File: src/rtl/keypad_input_ctrl_if.sv
`default_nettype none
// ============================================================================
// Module   : keypad_input_ctrl_if
// Brief    : Keypad input controller bus: scanner code, CPU request/handshake,
//            and display export.
// Revision : 1.0 - initial release
// ============================================================================
interface keypad_input_ctrl_if #(
    parameter int MAX_DIGITS = 8
);
    logic [4:0]              key;
    logic                    rd_req;
    logic                    out_ready;
    logic                    out_valid;
    logic [31:0]             out_data;
    logic                    waiting;
    logic [4*MAX_DIGITS-1:0] disp_bcd;
    logic [3:0]              disp_cnt;
    logic                    disp_neg;

    modport master (
        output key, rd_req, out_ready,
        input  out_valid, out_data, waiting, disp_bcd, disp_cnt, disp_neg
    );

    modport slave (
        input  key, rd_req, out_ready,
        output out_valid, out_data, waiting, disp_bcd, disp_cnt, disp_neg
    );
endinterface
`default_nettype wire

File: src/rtl/keypad_input_ctrl.sv
`default_nettype none
// ============================================================================
// Module   : keypad_input_ctrl
// Brief    : Debounces keypad codes into press events, builds a signed BCD
//            entry and converts it to 32-bit binary on Enter.
// Revision : 1.0 - initial release
// ============================================================================
module keypad_input_ctrl #(
    parameter int MAX_DIGITS    = 8,
    parameter int STABLE_CYCLES = 50000
) (
    input  logic                clk,
    input  logic                rst_n,
    keypad_input_ctrl_if.slave  bus
);
    localparam int              c_BW      = 4 * MAX_DIGITS;
    localparam int              c_RW      = $clog2(STABLE_CYCLES + 1);
    localparam logic [c_RW-1:0] c_STABLE  = c_RW'(STABLE_CYCLES);
    localparam logic [3:0]      c_MAXD    = 4'(MAX_DIGITS);
    localparam logic [4:0]      c_NO_KEY  = 5'b10000;

    localparam logic [1:0] c_ST_IDLE    = 2'd0;
    localparam logic [1:0] c_ST_COLLECT = 2'd1;
    localparam logic [1:0] c_ST_CONVERT = 2'd2;
    localparam logic [1:0] c_ST_DONE    = 2'd3;

    logic [4:0]      w_key;
    logic [4:0]      r_sample;
    logic [c_RW-1:0] r_run;
    logic            r_armed;
    logic            w_press;

    logic [1:0]      r_state,     w_state_nxt;
    logic [c_BW-1:0] r_bcd,       w_bcd_nxt;
    logic [3:0]      r_cnt,       w_cnt_nxt;
    logic            r_neg,       w_neg_nxt;
    logic [3:0]      r_idx,       w_idx_nxt;
    logic [31:0]     r_acc,       w_acc_nxt;
    logic            r_out_valid, w_valid_nxt;
    logic [31:0]     r_out_data,  w_data_nxt;
    logic            r_waiting;

    logic [c_BW-1:0] w_shl;
    logic [c_BW-1:0] w_sel;
    logic [3:0]      w_nib;
    logic [31:0]     w_acc10;

    // Every code with bit4 set collapses to one "no key" value.
    assign w_key   = bus.key[4] ? c_NO_KEY : bus.key;
    assign w_press = r_armed && !r_sample[4] && (r_run == c_STABLE);

    always_ff @(posedge clk or negedge rst_n) begin
        if (!rst_n) begin
            r_sample <= c_NO_KEY;
            r_run    <= '0;
            r_armed  <= 1'b1;
        end else begin
            r_sample <= w_key;
            if (w_key != r_sample)
                r_run <= c_RW'(1);
            else if (r_run != c_STABLE)
                r_run <= r_run + c_RW'(1);
            if (w_press)
                r_armed <= 1'b0;
            else if (r_sample[4] && (r_run == c_STABLE))
                r_armed <= 1'b1;
        end
    end

    assign w_shl   = (r_bcd << 4) | c_BW'(r_sample[3:0]);
    assign w_sel   = r_bcd >> {r_idx - 4'd1, 2'b00};
    assign w_nib   = w_sel[3:0];
    assign w_acc10 = (r_acc << 3) + (r_acc << 1) + {28'd0, w_nib};

    always_comb begin
        w_state_nxt = r_state;
        w_bcd_nxt   = r_bcd;
        w_cnt_nxt   = r_cnt;
        w_neg_nxt   = r_neg;
        w_idx_nxt   = r_idx;
        w_acc_nxt   = r_acc;
        w_valid_nxt = r_out_valid;
        w_data_nxt  = r_out_data;
        case (r_state)
            c_ST_IDLE: begin
                if (bus.rd_req) begin
                    w_state_nxt = c_ST_COLLECT;
                    w_bcd_nxt   = '0;
                    w_cnt_nxt   = 4'd0;
                    w_neg_nxt   = 1'b0;
                end
            end
            c_ST_COLLECT: begin
                if (!bus.rd_req) begin
                    w_state_nxt = c_ST_IDLE;
                    w_bcd_nxt   = '0;
                    w_cnt_nxt   = 4'd0;
                    w_neg_nxt   = 1'b0;
                end else if (w_press) begin
                    case (r_sample[3:0])
                        4'hA: begin
                            if (r_cnt != 4'd0) begin
                                w_bcd_nxt = r_bcd >> 4;
                                w_cnt_nxt = r_cnt - 4'd1;
                            end
                        end
                        4'hB: w_neg_nxt = ~r_neg;
                        4'hC, 4'hD: ;
                        4'hE: begin
                            w_bcd_nxt = '0;
                            w_cnt_nxt = 4'd0;
                            w_neg_nxt = 1'b0;
                        end
                        4'hF: begin
                            w_idx_nxt   = r_cnt;
                            w_acc_nxt   = 32'd0;
                            w_state_nxt = c_ST_CONVERT;
                        end
                        default: begin
                            if (r_cnt < c_MAXD) begin
                                w_bcd_nxt = w_shl;
                                w_cnt_nxt = r_cnt + 4'd1;
                            end
                        end
                    endcase
                end
            end
            c_ST_CONVERT: begin
                // Most significant digit sits at the highest occupied nibble.
                if (r_idx != 4'd0) begin
                    w_acc_nxt = w_acc10;
                    w_idx_nxt = r_idx - 4'd1;
                end else begin
                    w_data_nxt  = r_neg ? (~r_acc + 32'd1) : r_acc;
                    w_valid_nxt = 1'b1;
                    w_state_nxt = c_ST_DONE;
                end
            end
            c_ST_DONE: begin
                if (bus.out_ready) begin
                    w_valid_nxt = 1'b0;
                    w_bcd_nxt   = '0;
                    w_cnt_nxt   = 4'd0;
                    w_neg_nxt   = 1'b0;
                    w_state_nxt = c_ST_IDLE;
                end
            end
            default: w_state_nxt = c_ST_IDLE;
        endcase
    end

    always_ff @(posedge clk or negedge rst_n) begin
        if (!rst_n) begin
            r_state     <= c_ST_IDLE;
            r_bcd       <= '0;
            r_cnt       <= 4'd0;
            r_neg       <= 1'b0;
            r_idx       <= 4'd0;
            r_acc       <= 32'd0;
            r_out_valid <= 1'b0;
            r_out_data  <= 32'd0;
            r_waiting   <= 1'b0;
        end else begin
            r_state     <= w_state_nxt;
            r_bcd       <= w_bcd_nxt;
            r_cnt       <= w_cnt_nxt;
            r_neg       <= w_neg_nxt;
            r_idx       <= w_idx_nxt;
            r_acc       <= w_acc_nxt;
            r_out_valid <= w_valid_nxt;
            r_out_data  <= w_data_nxt;
            r_waiting   <= (w_state_nxt == c_ST_COLLECT);
        end
    end

    assign bus.out_valid = r_out_valid;
    assign bus.out_data  = r_out_data;
    assign bus.waiting   = r_waiting;
    assign bus.disp_bcd  = r_bcd;
    assign bus.disp_cnt  = r_cnt;
    assign bus.disp_neg  = r_neg;
endmodule
`default_nettype wire

File: src/flat_wrapper.sv
// flat-port wrapper written by rule: the top's interface ports become plain ports
module keypad_input_ctrl_flat 
#(
    parameter int MAX_DIGITS    = 8,
    parameter int STABLE_CYCLES = 50000
)
  (clk, rst_n, bus_key, bus_rd_req, bus_out_ready, bus_out_valid, bus_out_data, bus_waiting, bus_disp_bcd, bus_disp_cnt, bus_disp_neg);
  keypad_input_ctrl_if #(.MAX_DIGITS(MAX_DIGITS)) bus_i ();
  input  logic clk;
  input  logic rst_n;
  input wire logic [$bits(bus_i.key)-1:0] bus_key;
  input wire logic [$bits(bus_i.rd_req)-1:0] bus_rd_req;
  input wire logic [$bits(bus_i.out_ready)-1:0] bus_out_ready;
  output wire logic [$bits(bus_i.out_valid)-1:0] bus_out_valid;
  output wire logic [$bits(bus_i.out_data)-1:0] bus_out_data;
  output wire logic [$bits(bus_i.waiting)-1:0] bus_waiting;
  output wire logic [$bits(bus_i.disp_bcd)-1:0] bus_disp_bcd;
  output wire logic [$bits(bus_i.disp_cnt)-1:0] bus_disp_cnt;
  output wire logic [$bits(bus_i.disp_neg)-1:0] bus_disp_neg;
  assign bus_i.key = bus_key;
  assign bus_i.rd_req = bus_rd_req;
  assign bus_i.out_ready = bus_out_ready;
  assign bus_out_valid = bus_i.out_valid;
  assign bus_out_data = bus_i.out_data;
  assign bus_waiting = bus_i.waiting;
  assign bus_disp_bcd = bus_i.disp_bcd;
  assign bus_disp_cnt = bus_i.disp_cnt;
  assign bus_disp_neg = bus_i.disp_neg;
  keypad_input_ctrl #(.MAX_DIGITS(MAX_DIGITS), .STABLE_CYCLES(STABLE_CYCLES)) u_core (.clk(clk), .rst_n(rst_n), .bus(bus_i));
endmodule
File: config.mk
export PLATFORM = sky130hd
export DESIGN_NAME = keypad_input_ctrl_flat
export DESIGN_NICKNAME = d
export VERILOG_FILES = /design/src/rtl/keypad_input_ctrl_if.sv /design/src/rtl/keypad_input_ctrl.sv /design/src/flat_wrapper.sv
export SDC_FILE = /design/constraint.sdc
export NUM_CORES = 1
export LEC_CHECK = 0
export BUFFER_PORTS_ARGS = -buffer_cell sky130_fd_sc_hd__buf_2
export CAP_MARGIN = 5
export CELL_PAD_IN_SITES_DETAIL_PLACEMENT = 1
export CELL_PAD_IN_SITES_GLOBAL_PLACEMENT = 1
export CORE_UTILIZATION = 42
export CTS_CLUSTER_SIZE = 14
export DETAILED_ROUTE_END_ITERATION = 7
export GPL_TIMING_DRIVEN = 0
export PLACE_DENSITY_LB_ADDON = 0.1
export SYNTH_ARGS = -nofsm -noshare
export SYNTH_HDL_FRONTEND = slang
export SYNTH_SLANG_ARGS = --single-unit
File: constraint.sdc
create_clock -name clk -period 4.3 [get_ports clk]
set_input_delay 0.215 -clock clk [delete_from_list [all_inputs] [get_ports clk]]
set_output_delay 0.215 -clock clk [all_outputs]
set_load 0.05 [all_outputs]
Word level (Yosys, flattened, before mapping)
Cells that the tools add are included.
Storage, ports and cells
  bits in registers: 131
  bits of input ports: 9
  output and inout bits: 71
  logic and storage cells: 115
Operators by class
  $add $sub $neg: 7
  $lt $le $gt $ge: 1
  equality and inequality tests: 25
  shifts and indexed selects: 1
  multiplexer cells: 47
  bitwise gates (word level): 4
  reductions and logical operators: 18
Operator list (count)
  $mux 32: 11
  $pmux 32 s3: 2
  $pmux 32 s2: 1
  $mux 4: 10
  $add 32x1->32 const B: 1
  $add 32x32->32: 1
  $add 32x4->32: 1
  $mux 16: 2
  $not 32->32: 1
  $or 32x4->32: 1
  $shr 32x6->4: 1
  $eq 4x4->1 const B: 6
  $pmux 4 s3: 2
  $add 16x1->16 const B: 1
  $eq 16x16->1 const B: 1
  $ne 16x16->1 const B: 1
  $mux 2: 6
  $reduce_and 5->1: 2
  $ne 2x2->1 const B: 4
  $pmux 2 s4: 1
  $pmux 4 s2: 1
  $reduce_bool 2->1: 4
  $reduce_bool 4->1: 2
  $sub 4x1->4 const B: 2
  other kinds (24): 38

Longest topological paths before layout
  depth in word-level cells: 7
  depth in mapped cells: 18
  mapped depth without buffers: 16

Worst setup path before layout
OpenSTA, ideal clock, no wires.
  path type: register to register
  start: register u_core.r_idx[0]
  end: register u_core.r_acc[31]
  setup time: 0.121 ns
  data arrival time: 4.385 ns
  required time: 4.179 ns
  slack: -0.206 ns
  cell stages (with the launch flop): 19
  buffers on the path: 2
  clock period less this slack: 4.506 ns
  cells stage by stage: dfrtp_1 > buf_1 > inv_1 > ha_1 > clkbuf_1 > mux4_2 > mux2i_1 > or2_2 > fa_1 > inv_1 > ha_1 > a21oi_1 > a21oi_1 > o311ai_1 > a21oi_1 > o21a_1 > a31o_2 > xnor2_1 > a22o_1
On the way
  longest elaborated chain between the ends: 5
  elaborated cells between the ends (all ways): 8
  classes of those cells: add/sub (2); eq/ne (1); shift (1); mux (2); reduce/logical (2)
RTL lines
  from (decl): RTL line keypad_input_ctrl.sv:37  | logic [3:0] r_idx, w_idx_nxt;
  from (signal assigned): RTL line keypad_input_ctrl.sv:168  | r_idx <= w_idx_nxt;
  $sub 4x1->4: RTL line keypad_input_ctrl.sv:71  | assign w_sel = r_bcd >> {r_idx - 4'd1, 2'b00};
  $shr 32x6->4: RTL line keypad_input_ctrl.sv:71
  $add 32x4->32: RTL line keypad_input_ctrl.sv:73  | assign w_acc10 = (r_acc << 3) + (r_acc << 1) + {28'd0, w_nib};
  $mux 32: RTL line keypad_input_ctrl.sv:130  | if (r_idx != 4'd0) begin
  $pmux 32 s2: RTL line keypad_input_ctrl.sv:84  | case (r_state)
  to (signal assigned): RTL line keypad_input_ctrl.sv:169  | r_acc <= w_acc_nxt;
  to (decl): RTL line keypad_input_ctrl.sv:38  | logic [31:0] r_acc, w_acc_nxt;
Several ways; a longest one is shown, not always the timed one. The select of a mux whose other input is x is not followed.
A chain may end at the register's enable or synchronous reset.

Worst setup path in the final report
Ends and elaborated chain as after synthesis.

==> results_dict.tcl <==
set metrics [dict create \
    fin_area_mm2 0.00996 \
    cp-start-kind "register" \
    path_buf_inv 4 \
    dp.cells 1270 \
    htreeDepth 4 \
    fillers 2335 \
    grt_pass1_vias 7766 \
    viasPerCell 5.71 \
    grt_pass1_wl_mm 42.2 \
    place_area_mm2 0.00915 \
    ctsRootBufferMaster "clkbuf_16" \
    wirelength_mm 25.6 \
    gp_congestion 0.888 \
    slew_violations 0 \
    ios 80 \
    path_clk_slew_ns 0.06 \
    core_area_mm2 0.0195 \
    grt.total_usage 0.268 \
    ys.flop_type "dfrtp_1" \
    yosys-top-cells-area "dfrtp_1, ha_1, nand2_1" \
    period_minus_slack_ns 4.22 \
    slew_headroom 0.317 \
    drv_cap 0 \
    post_drt_wl_per_cell_um 19.5 \
    ys_seq_elements 131 \
    worst_hold_slack_ns 0.0466 \
    fin_crit_sh 0.980 \
    async_flop_share 1.00 \
    clkPwrFrac 0.469 \
    ff_latch_area_mm2 0.00328 \
    initialDrtViolationCount 516 \
    grt_max_degree 85 \
    max_stage_delay_ns 0.49 \
    antenna_found_initial 0 \
    worstSetupEndpointType "register" \
    worst_pin_slew_ns 1.02 \
    yosysTopAreaCell "dfrtp_1" \
    swShare 0.290 \
    first_pass_iters 5 \
    syn_inst 925 \
    fin_skew_ns 0.00940 \
    dieHeight_um 143 \
    combPwrFrac 0.104 \
    dpl.hpwl_mm 18.3 \
    syn-num-nets 1001 \
    clkSinkCount 131 \
    avgSynthCellArea_um2 9.07 \
    die_area_mm2 0.0205 \
    hold_viol_final 0 \
    worstSetupPathType "reg -> reg" \
    yosysWarnings 0 \
    drc_errors 0 \
    clkLatencyLatePin_ns 0.43 \
    cp_common_cell "a21oi_2" \
    cts_made_buffers 17 \
    setup_viol 0 \
    timing.rr.start "u_core.r_idx[0]" \
    rows 51 \
    crit_slowest_cell "fa_1" \
    ys_seq_area_frac 0.391 \
    fmax_mhz 237 \
    clock_path_buffers 2 \
    worstPathArrival_ns 4.53 \
    hp-start "bus_key[2]" \
    io_buffers 79 \
    cts_tree "yes" \
    drive_above_1_share 0.159 \
    multi_input_area_mm2 0.00497 \
    finalNetCount 1112 \
    max-vdd-ir-drop_mv 0.247 \
    areaGrowthSynthToFinish_pct 18.8 \
    p_per_area_mw_per_mm2 312 \
    antenna_cells 0 \
    synth_top_area_share 0.385 \
    ant_nets 0 \
    hp-class "in -> reg" \
    synth_area_mm2 0.00839 \
    instances_no_fill 1313 \
    p_int_mw 2.21 \
    num_vias 7491 \
    synth_cell_types 60 \
    crit_start "u_core.r_idx[0]" \
    rsz0062_at_grt "yes" \
    initial_utilization 0.430 \
    crit_required_ns 4.61 \
    die_w_um 143 \
    static-leakage-power_nw 4.62 \
    synth_edf_count 0 \
    p_sw_mw 0.901 \
    overflow 0 \
    cp_max_fo 9 \
    seqPwrFrac 0.427 \
    critPathTopFamily "compound AO/OA/AOI/OAI gates" \
    status "complete, no violations" \
    path_cells "buf_8, inv_1, ha_2, buf_8, mux4_2, mux2i_1, or2_2, fa_1, inv_1, ha_1, a21oi_2, a21oi_2, o311ai_4, a21oi_2, o21a_2, a31o_2, xnor2_1, a22o_1" \
]
## layout by cell type, fill, tap and decap left out, types with 6 or more instances in the layout
| master | count |
|---|---|
| nand3_1 | 21 |
| nand2_1 | 126 |
| nand4_1 | 12 |
| clkbuf_16 | 17 |
| o21ai_0 | 47 |
| nor3b_1 | 6 |
| clkbuf_1 | 42 |
| o41ai_1 | 9 |
| nor2b_1 | 10 |
| a21oi_1 | 41 |
| buf_4 | 10 |
| dfrtp_1 | 128 |
| xnor2_1 | 26 |
| a21o_1 | 12 |
| mux4_2 | 8 |
| xor2_1 | 50 |
| a221oi_1 | 23 |
| buf_2 | 78 |
| ha_1 | 62 |
| mux2i_1 | 7 |
| nor3_1 | 14 |
| nor2_1 | 94 |
| o31ai_1 | 21 |
| inv_1 | 22 |
| o21ai_1 | 44 |
## worst paths after layout
path / slack [ns] / to / cells past startpoint
max in group asynchronous: 3.18 / u_core.r_idx[0] / 3
min in group asynchronous: 0.32 / u_core.r_run[9] / 2
worst max-delay path: 0.08 / u_core.r_acc[31] / 18
worst min-delay path: 0.05 / u_core.r_sample[2] / 2
worst max register to register: 0.08 / u_core.r_acc[31] / 18
worst min register to register: 0.47 / u_core.bus.out_data[22] / 2
## cells in the mapped netlist, types with 3 or more instances
library cell / n
a211oi_1: 4
a21boi_0: 3
a21o_1: 12
a21oi_1: 46
a221oi_1: 23
a22o_1: 5
a31o_2: 3
a31oi_1: 4
and2_1: 3
and3_1: 3
buf_1: 3
clkbuf_1: 43
dfrtp_1: 129
fa_1: 3
ha_1: 64
inv_1: 22
mux2i_1: 7
mux4_2: 8
nand2_1: 126
nand2b_1: 4
nand3_1: 21
nand4_1: 12
nor2_1: 95
nor2b_1: 10
nor3_1: 15
nor3b_1: 6
nor4_1: 4
o211ai_1: 4
o21ai_0: 47
o21ai_1: 45
o21bai_1: 5
o31ai_1: 21
o41ai_1: 10
or3_1: 3
or4_1: 4
xnor2_1: 26
xor2_1: 51
## layer usage
layer | global-route usage | share of wire
met2 | 0.425 | 0.47
met5 | 0 | 0
met3 | 0.0437 | 0.034
met4 | 0.0733 | 0.012
met1 | 0.379 | 0.49
## registers in the layout, summed over array words and instances, names as in the netlist
register,cells
u_core.r_run,16
u_core.r_idx,4
u_core.bus.waiting,1
u_core.r_acc,32
u_core.r_sample,5
u_core.bus.out_valid,1
u_core.bus.out_data,32
u_core.bus.disp_cnt,4
u_core.bus.disp_bcd,32
u_core.r_state,2
u_core.r_armed,1
u_core.bus.disp_neg,1
## stage by stage
stage	setup TNS (ns)	total power [mW]	setup slack (ns)	utilization
floorplan	0	1.55	0.142	-
global placement	-5.82	1.66	-0.596	0.467
detailed placement	-7.23	1.67	-0.650	0.469
CTS	-0.0113	3.15	-0.0113	0.505
global route	-0.0758	3.23	-0.0415	0.510
finish	0	3.11	0.0848	0.510
## worst register-to-register path, cell delays in order, from the launching register on
cell	delay, ns
dfrtp_2	0.42
buf_8	0.12
inv_1	0.05
ha_2	0.28
buf_8	0.16
mux4_2	0.26
mux2i_1	0.07
or2_2	0.30
fa_1	0.49
inv_1	0.07
ha_1	0.31
a21oi_2	0.20
a21oi_2	0.12
o311ai_4	0.32
a21oi_2	0.13
o21a_2	0.27
a31o_2	0.25
xnor2_1	0.12
a22o_1	0.18
## area by class of cell
cell class,instances,share of cell area
buffer,46,0.0196
clock buffer,17,0.0427
clock inverter,14,0.0154
inverter,22,0.00829
multi-input combinational,726,0.499
sequential,131,0.329
tap,265,0.0333
timing repair buffer,92,0.0526
## power by group through the flow
stage          sequential (mW)  combinational, mW  clock [mW]
6_report                  1.33              0.325        1.46
5_1_grt                   1.33              0.350        1.55
4_1_cts                   1.33              0.328        1.49
3_5_place_dp              1.35              0.325           0
3_3_place_gp              1.35              0.314           0
2_1_floorplan             1.44              0.107           0
## what timing repair did
action / CTS / global route
pin swaps: 4 / 8
setup buffers: 2 / 8
endpoints found under the setup margin: 23 / 12
cloned: 0 / 0
resized for setup: 18 / 12
hold buffers: 2 / 0
endpoints found under the hold margin: 48 / 0
## kinds of logic (layout without fill, tap and decap cells)
logic type	Yosys count	in the layout	synth area share
AND/OR/NAND/NOR	319	319	0.173
multiplexers	17	17	0.0325
AO/OA/AOI/OAI	246	246	0.190
flip-flops	131	131	0.391
buffers and inverters	68	191	0.0304
adder cells (fa/ha/maj)	67	67	0.103
XOR/XNOR	77	77	0.0804
(Power assumes the default switching activity.)
